## src/rtl/GPU_Shader_pkg.sv

```systemverilog
// Shared shader-core package: the data word type, data-memory geometry and
// the writeback stage's state enum and entry payload.
package GPU_Shader_pkg;

    typedef logic [31:0] word_t;

    localparam int unsigned MEM_DEPTH    = 256;
    localparam int unsigned MEM_AW       = $clog2(MEM_DEPTH);
    localparam int unsigned WB_NUM_REGS  = 8;
    localparam int unsigned WB_REG_IDX_W = $clog2(WB_NUM_REGS);

    typedef enum logic [1:0] {
        WB_EMPTY = 2'd0,
        WB_WRITE = 2'd1,
        WB_WAIT  = 2'd2
    } wb_state_t;

    typedef struct packed {
        logic [WB_REG_IDX_W-1:0] dst;
        logic                    reg_we;
        word_t                   reg_data;
        logic                    mem_we;
        logic [MEM_AW-1:0]       mem_addr;
        word_t                   mem_data;
    } wb_entry_t;

endpackage

```

## src/rtl/shader_writeback.sv

```systemverilog
// Writeback/commit stage following the ALU. It holds one entry, pulses the
// register-file write for one cycle, runs the store req/ack handshake and
// counts retired entries.
// Ports:
//   clk, rst                 clock, synchronous active-high reset
//   in_valid/in_ready        ALU result handshake (in_ready is combinational)
//   in_*                     ALU result fields captured on accept
//   rf_we/rf_waddr/rf_wdata  register-file write port
//   mem_req/mem_addr/mem_wdata/mem_ack  store request handshake
//   fwd_valid/fwd_idx/fwd_data          bypass view of the pending reg write
//   retire_count             retired-entry counter, wraps modulo 2^32
module shader_writeback
    import GPU_Shader_pkg::*;
#(
    parameter int unsigned NUM_REGS = WB_NUM_REGS
) (
    input  logic                         clk,
    input  logic                         rst,
    input  logic                         in_valid,
    output logic                         in_ready,
    input  logic [$clog2(NUM_REGS)-1:0]  in_dst,
    input  logic                         in_reg_write_en,
    input  logic [31:0]                  in_reg_write_data,
    input  logic                         in_mem_write_en,
    input  logic [MEM_AW-1:0]            in_mem_write_addr,
    input  logic [31:0]                  in_mem_write_data,
    output logic                         rf_we,
    output logic [$clog2(NUM_REGS)-1:0]  rf_waddr,
    output logic [31:0]                  rf_wdata,
    output logic                         mem_req,
    output logic [MEM_AW-1:0]            mem_addr,
    output logic [31:0]                  mem_wdata,
    input  logic                         mem_ack,
    output logic                         fwd_valid,
    output logic [$clog2(NUM_REGS)-1:0]  fwd_idx,
    output logic [31:0]                  fwd_data,
    output logic [31:0]                  retire_count
);

    localparam int unsigned REG_IDX_W = $clog2(NUM_REGS);

    wb_state_t   state_q, state_d;
    wb_entry_t   entry_q, entry_d;
    logic [31:0] count_q, count_d;
    logic        retire_c;
    logic        accept_c;

    // State, stage register and retire counter.
    always_ff @(posedge clk) begin
        if (rst) begin
            state_q <= WB_EMPTY;
            entry_q <= '0;
            count_q <= '0;
        end else begin
            state_q <= state_d;
            entry_q <= entry_d;
            count_q <= count_d;
        end
    end

    // Retire / accept decision and next-state logic.
    always_comb begin
        state_d  = state_q;
        entry_d  = entry_q;
        count_d  = count_q;
        retire_c = 1'b0;
        in_ready = 1'b0;

        unique case (state_q)
            WB_EMPTY: in_ready = 1'b1;
            WB_WRITE: retire_c = !entry_q.mem_we || mem_ack;
            WB_WAIT:  retire_c = mem_ack;
            default:  in_ready = 1'b1;
        endcase

        if (retire_c) begin
            in_ready = 1'b1;
            count_d  = count_q + 32'd1;
        end

        accept_c = in_valid && in_ready;

        if (accept_c) begin
            state_d          = WB_WRITE;
            entry_d.dst      = WB_REG_IDX_W'(in_dst);
            entry_d.reg_we   = in_reg_write_en;
            entry_d.reg_data = in_reg_write_data;
            entry_d.mem_we   = in_mem_write_en;
            entry_d.mem_addr = in_mem_write_addr;
            entry_d.mem_data = in_mem_write_data;
        end else if (retire_c) begin
            // Clearing the entry keeps every data output at zero while empty.
            state_d = WB_EMPTY;
            entry_d = '0;
        end else if (state_q == WB_WRITE) begin
            state_d = WB_WAIT;
        end
    end

    // Output decode from the registered state and entry.
    always_comb begin
        rf_we        = (state_q == WB_WRITE) && entry_q.reg_we;
        rf_waddr     = REG_IDX_W'(entry_q.dst);
        rf_wdata     = entry_q.reg_data;
        mem_req      = ((state_q == WB_WRITE) && entry_q.mem_we) || (state_q == WB_WAIT);
        mem_addr     = entry_q.mem_addr;
        mem_wdata    = entry_q.mem_data;
        fwd_valid    = (state_q != WB_EMPTY) && entry_q.reg_we;
        fwd_idx      = fwd_valid ? REG_IDX_W'(entry_q.dst) : '0;
        fwd_data     = fwd_valid ? entry_q.reg_data : 32'd0;
        retire_count = count_q;
    end

endmodule

```

## config.mk

```make
export PLATFORM = sky130hd
export DESIGN_NAME = shader_writeback
export DESIGN_NICKNAME = d
export VERILOG_FILES = /design/src/rtl/GPU_Shader_pkg.sv /design/src/rtl/shader_writeback.sv
export SDC_FILE = /design/constraint.sdc
export NUM_CORES = 1
export LEC_CHECK = 0
export CAP_MARGIN = 20
export CORE_MARGIN = 4
export CORE_UTILIZATION = 40
export DETAILED_ROUTE_END_ITERATION = 16
export PLACE_DENSITY = 0.79
export REMOVE_ABC_BUFFERS = 1
export SLEW_MARGIN = 25
export SYNTH_ARGS = -nofsm -noshare
export SYNTH_HDL_FRONTEND = slang
export SYNTH_SLANG_ARGS = --single-unit
```

## constraint.sdc

```tcl
create_clock -name clk -period 2.32 [get_ports clk]
set_input_delay 0.464 -clock clk [delete_from_list [all_inputs] [get_ports clk]]
set_output_delay 0.464 -clock clk [all_outputs]
set_load 0.05 [all_outputs]
```

==> Word level (Yosys, flattened, before mapping) <==
Cells that the tools add are included.
Widths: inputs -> output; s select.
{ "word_totals": {"ff_bits": 111, "in_bits": 81, "output_inout_bits": 146, "elab_cells": 34} }
{ "op_classes": {"addsub": 1, "eq_ne": 2, "n_mux": 10, "n_reduce_logical": 12} }
{ "op_table": {"columns": ["cell", "n"], "rows": [
  ["$mux 77", 2],
  ["$add 32x1->32 const B", 1],
  ["$mux 32", 1],
  ["$mux 1", 5],
  ["$logic_and 1x1->1", 4],
  ["$reduce_bool 2->1", 2],
  ["$mux 3", 1],
  ["$reduce_bool 3->1", 1],
  ["$reduce_or 3->1", 1],
  ["$eq 2x1->1 const B", 1],
  ["$eq 2x2->1 const B", 1],
  ["$logic_or 1x1->1", 2],
  ["$pmux 1 s2", 1],
  ["$reduce_or 2->1", 1],
  ["$logic_not 1->1", 1]
]} }

==> Logic depth before layout (Yosys ltp) <==
{ "logic_depth": {"word_depth": 6, "mapped_depth": 10, "ltp_nobuf": 7} }

==> Worst setup path after synthesis <==
Ideal clock, no wire load.
{ "synth_path": {"kind": "register -> output", "start": "register state_q[0]", "end": "output fwd_data[22]", "arrival_time_ps": 1976, "t_required_ps": 1856, "setup_slack_ps": -120, "path_stages_with_launch": 6, "path_buffers": 1, "path_cell_list": "dfxtp_1 inv_1 ha_1 nor2b_1 clkbuf_1 and2_1"} }
{ "synth_via": {"elab_chain_cells": 3} }
{ "synth_lines": {"columns": ["element", "line_no", "rtl"], "rows": [
  ["from (decl)", "shader_writeback.sv:42", "wb_state_t state_q, state_d;"],
  ["from (signal assigned)", "shader_writeback.sv:55", "state_q <= state_d;"],
  ["$reduce_bool 2->1", "shader_writeback.sv:108", "fwd_valid = (state_q != WB_EMPTY) && entry_q.reg_we;"],
  ["$logic_and 1x1->1", "shader_writeback.sv:108", null],
  ["named net fwd_valid", "shader_writeback.sv:34", "output logic fwd_valid,"],
  ["$mux 32", "shader_writeback.sv:110", "fwd_data = fwd_valid ? entry_q.reg_data : 32'd0;"],
  ["to (decl)", "shader_writeback.sv:36", "output logic [31:0] fwd_data,"]
]} }
The timed path passes the listed nets, and every way through them passes these cells.

==> Final worst setup path <==
{ "layout_path": {"start": "register state_q[0]", "end": "output fwd_data[0]"} }
{ "layout_via": {"elab_chain_cells": 3} }
{ "layout_lines": {"columns": ["element", "line_no"], "rows": [
  ["$reduce_bool 2->1", "shader_writeback.sv:108"],
  ["$logic_and 1x1->1", "shader_writeback.sv:108"],
  ["$mux 32", "shader_writeback.sv:110"]
]} }
Every way passes these cells.

==> flow_summary.yaml <==
critical_path:
  rr_endpoint: "retire_count[28]$_SDFFE_PP0P_"
  cp_data_arrival_time_ps: 1740
  cp-start-kind: "register"
  endpoint_kind: "primary output"
  r2r_slack_ps: 230
  critical_path_required_ps: 1860
  r2r_start: "retire_count[0]$_SDFFE_PP0P_"
  crit_slowest_cell: "dfxtp_1"
  slowest_delay_ps: 370
  r2r.worst_path.cells: 7
  cp_cell_sequence: "inv_1 -> ha_1 -> nor2b_2 -> buf_8 -> and2_1 -> buf_12"
  worstPathMaxFanout: 36
  crit_type: "register to primary output"
sta:
  fmax_mhz: 454
  final.setup.tns_ps: 0
  period_share_pct: 94.9
  rsz0062_at_grt: "no"
  setup_viol: 0
  finClkSkew_ps: 6.01
  slew_headroom_pct: 64.0
  finalMaxSlewViolations: 0
  worst_pin_slew_ps: 538
  min_period_ps: 2200
  finalHoldViolCount: 0
finish:
  antenna_cells: 0
  fin_util_pct: 63.0
  final_cells: 777
  drive_gt1_share_pct: 11.5
  num-fill-cells: 932
  area_delta_synth_final_pct: 52.9
  nets: 714
route:
  drcViolationCount: 0
  num_vias: 3989
  vias_per_cell: 5.13
  ant_nets: 0
  drtIter0Drc: 173
  wl_per_cell_um: 16.7
  wl_um: 13000
  first_pass_iters: 4
clock_network:
  numClockSinks: 111
  htreeDepth: 3
  clk_pin_slew_ps: 70
  cts_tree: "done"
  postCtsResizedCells: 0
  ctsHoldBuffers: 0
  clock-root-buffer: "clkbuf_16"
  numCtsBuffers: 9
  clk-insertion-delay-late_ps: 340
  clock_path_buffers: 2
  cts_setup_buffers: 0
floorplan:
  io_pins: 227
  row_count: 39
  die_w_um: 117
  dieArea_mm2: 0.0137
  start_util_pct: 41.2
  core_area_mm2: 0.0115
  die_height_um: 117
hold_path:
  holdPathEnd: "mem_addr[3]$_SDFFE_PP0P_"
  min_from: "mem_addr[3]$_SDFFE_PP0P_"
  hold_class: "register to register"
  holdPathStages: 1
grt:
  grt_first_pass_wirelength_um: 19600
  grt-ovfl-total: 0
  grt_antenna_before_repair: 0
  grt_pass1_vias: 3964
  grtUsageTotal_pct: 17.9
  grt_max_degree: 79
logic_synthesis:
  synth_area_leader_cell: "dfxtp_1"
  yosysUniqueCellTypes: 36
  synth_flop_cell: "dfxtp_1"
  ys_warn_count: 0
  synth_seq_cells: 111
  synth-edff-count: 0
  synth_top_cell_area_share_pct: 46.8
  synth.area.top_cells: "dfxtp_1, a22o_1, buf_4"
  async_flop_share_pct: 0
  syn_avg_cell_area_um2: 9.77
  syn_inst: 486
  yosysSeqAreaShare_pct: 46.8
  syn_area_mm2: 0.00475
job:
  maxCapViolCount: 0
placement:
  dp_cells: 761
  port_buffers: 226
  routabilityCongestion: 0.906
  dpl.hpwl_um: 9710
power_and_ir_drop:
  leakage_nw: 2.68
  ir_drop_mv: 0.430
  p_per_area_mw_per_mm2: 718
run_status:
  status: "finished clean"
-- routing by layer --
metal / vias to the layer above / routed length, um / track usage (%)
met1: 1891 / 5060 / 20.5
met5: - / 0 / 0
li1: 1919 / - / -
met2: 159 / 6790 / 32.4
met4: 0 / 261 / 6.57
met3: 20 / 875 / 4.11
-- synth_stat cells (all sizes together), types with 2 or more instances --
cell type  instances
dfxtp            111
buf               83
a22o              77
and2              37
nor2              23
clkbuf            20
nand2             19
xnor2             15
a21oi             13
nand3             13
nor4              12
o21ai             10
or3               10
nand4              8
inv                7
ha                 4
nor3               4
xor2               4
a21o               2
and4               2
nor2b              2
o31ai              2
or4                2
-- final cells by class --
cell class	count	area, um2	share of cell area [%]
Clock buffer	10	229	3.15
Clock inverter	6	51.3	0.707
Inverter	7	26.3	0.362
Multi-Input combinational cell	265	1820	25.1
Sequential cell	111	2220	30.6
Tap cell	143	179	2.46
Timing Repair Buffer	235	2730	37.6
-- worst max-delay path by stage --
stage,startpoint,end
2_1_floorplan,state_q[0]$_SDFFE_PP0P_,state_q[0]$_SDFFE_PP0P_
3_3_place_gp,mem_ack,retire_count[31]$_SDFFE_PP0P_
3_5_place_dp,mem_ack,retire_count[28]$_SDFFE_PP0P_
4_1_cts,state_q[0]$_SDFFE_PP0P_,fwd_data[0]
5_1_grt,state_q[0]$_SDFFE_PP0P_,fwd_data[0]
6_report,state_q[0]$_SDFFE_PP0P_,fwd_data[0]
-- where the power goes --
| group | switching [mW] | total, mW | internal, mW |
|---|---|---|---|
| clock | 0.705 | 1.45 | 0.747 |
| sequential | 0.119 | 2.19 | 2.08 |
| combinational | 0.950 | 1.56 | 0.615 |
| total | 1.77 | 5.21 | 3.44 |
-- stage by stage --
step	setup slack (ps)	cell area, um2	hold slack (ps)	power, mW
3_5_place_dp	70.6	6970	457	3.81
6_report	119	7260	475	5.21
2_1_floorplan	-1340	4060	448	3.12
4_1_cts	46.4	7250	481	5.26
5_1_grt	2.39	7260	492	5.43
3_3_place_gp	130	6970	455	3.78
-- cell families (layout without fill, tap and decap cells) --
| kind of cell | Yosys count | count (layout) | synth area share, % |
|---|---|---|---|
| simple gates | 136 | 136 | 16.1 |
| flops | 111 | 111 | 46.8 |
| buf+inv | 110 | 258 | 15.0 |
| compound gates | 106 | 106 | 17.6 |
| xor+xnor | 19 | 19 | 3.51 |
| fa+ha+maj | 4 | 4 | 1.05 |
-- registers in the layout (all words and copies together), names as in the netlist --
signal	cells
entry_q	2
mem_addr	8
mem_wdata	32
retire_count	32
rf_waddr	3
rf_wdata	32
state_q	2
-- critical path: cells and delay by family (launching register included) --
| family | cells | cell delay, ps |
|---|---|---|
| flops | 1 | 370 |
| fa+ha+maj | 1 | 200 |
| buf+inv | 3 | 440 |
| simple gates | 2 | 380 |
-- cells in the final DEF, fill, tap and decap left out, types with 2 or more instances in the layout --
| cell | count |
|---|---|
| clkdlybuf4s50_1 | 187 |
| or4_1 | 2 |
| dfxtp_1 | 111 |
| inv_6 | 4 |
| ha_1 | 4 |
| or3_1 | 10 |
| xnor2_1 | 15 |
| a21o_1 | 2 |
| buf_4 | 8 |
| o21ai_0 | 10 |
| nand2_1 | 19 |
| a21oi_1 | 13 |
| a22o_1 | 77 |
| nand3_1 | 13 |
| and2_1 | 36 |
| nand4_1 | 7 |
| xor2_1 | 4 |
| buf_12 | 39 |
| and4_2 | 2 |
| o31ai_1 | 2 |
| nor4_1 | 11 |
| nor2_1 | 23 |
| clkbuf_16 | 9 |
| nor3_1 | 3 |
| inv_1 | 7 |
(Power assumes the default switching activity.)
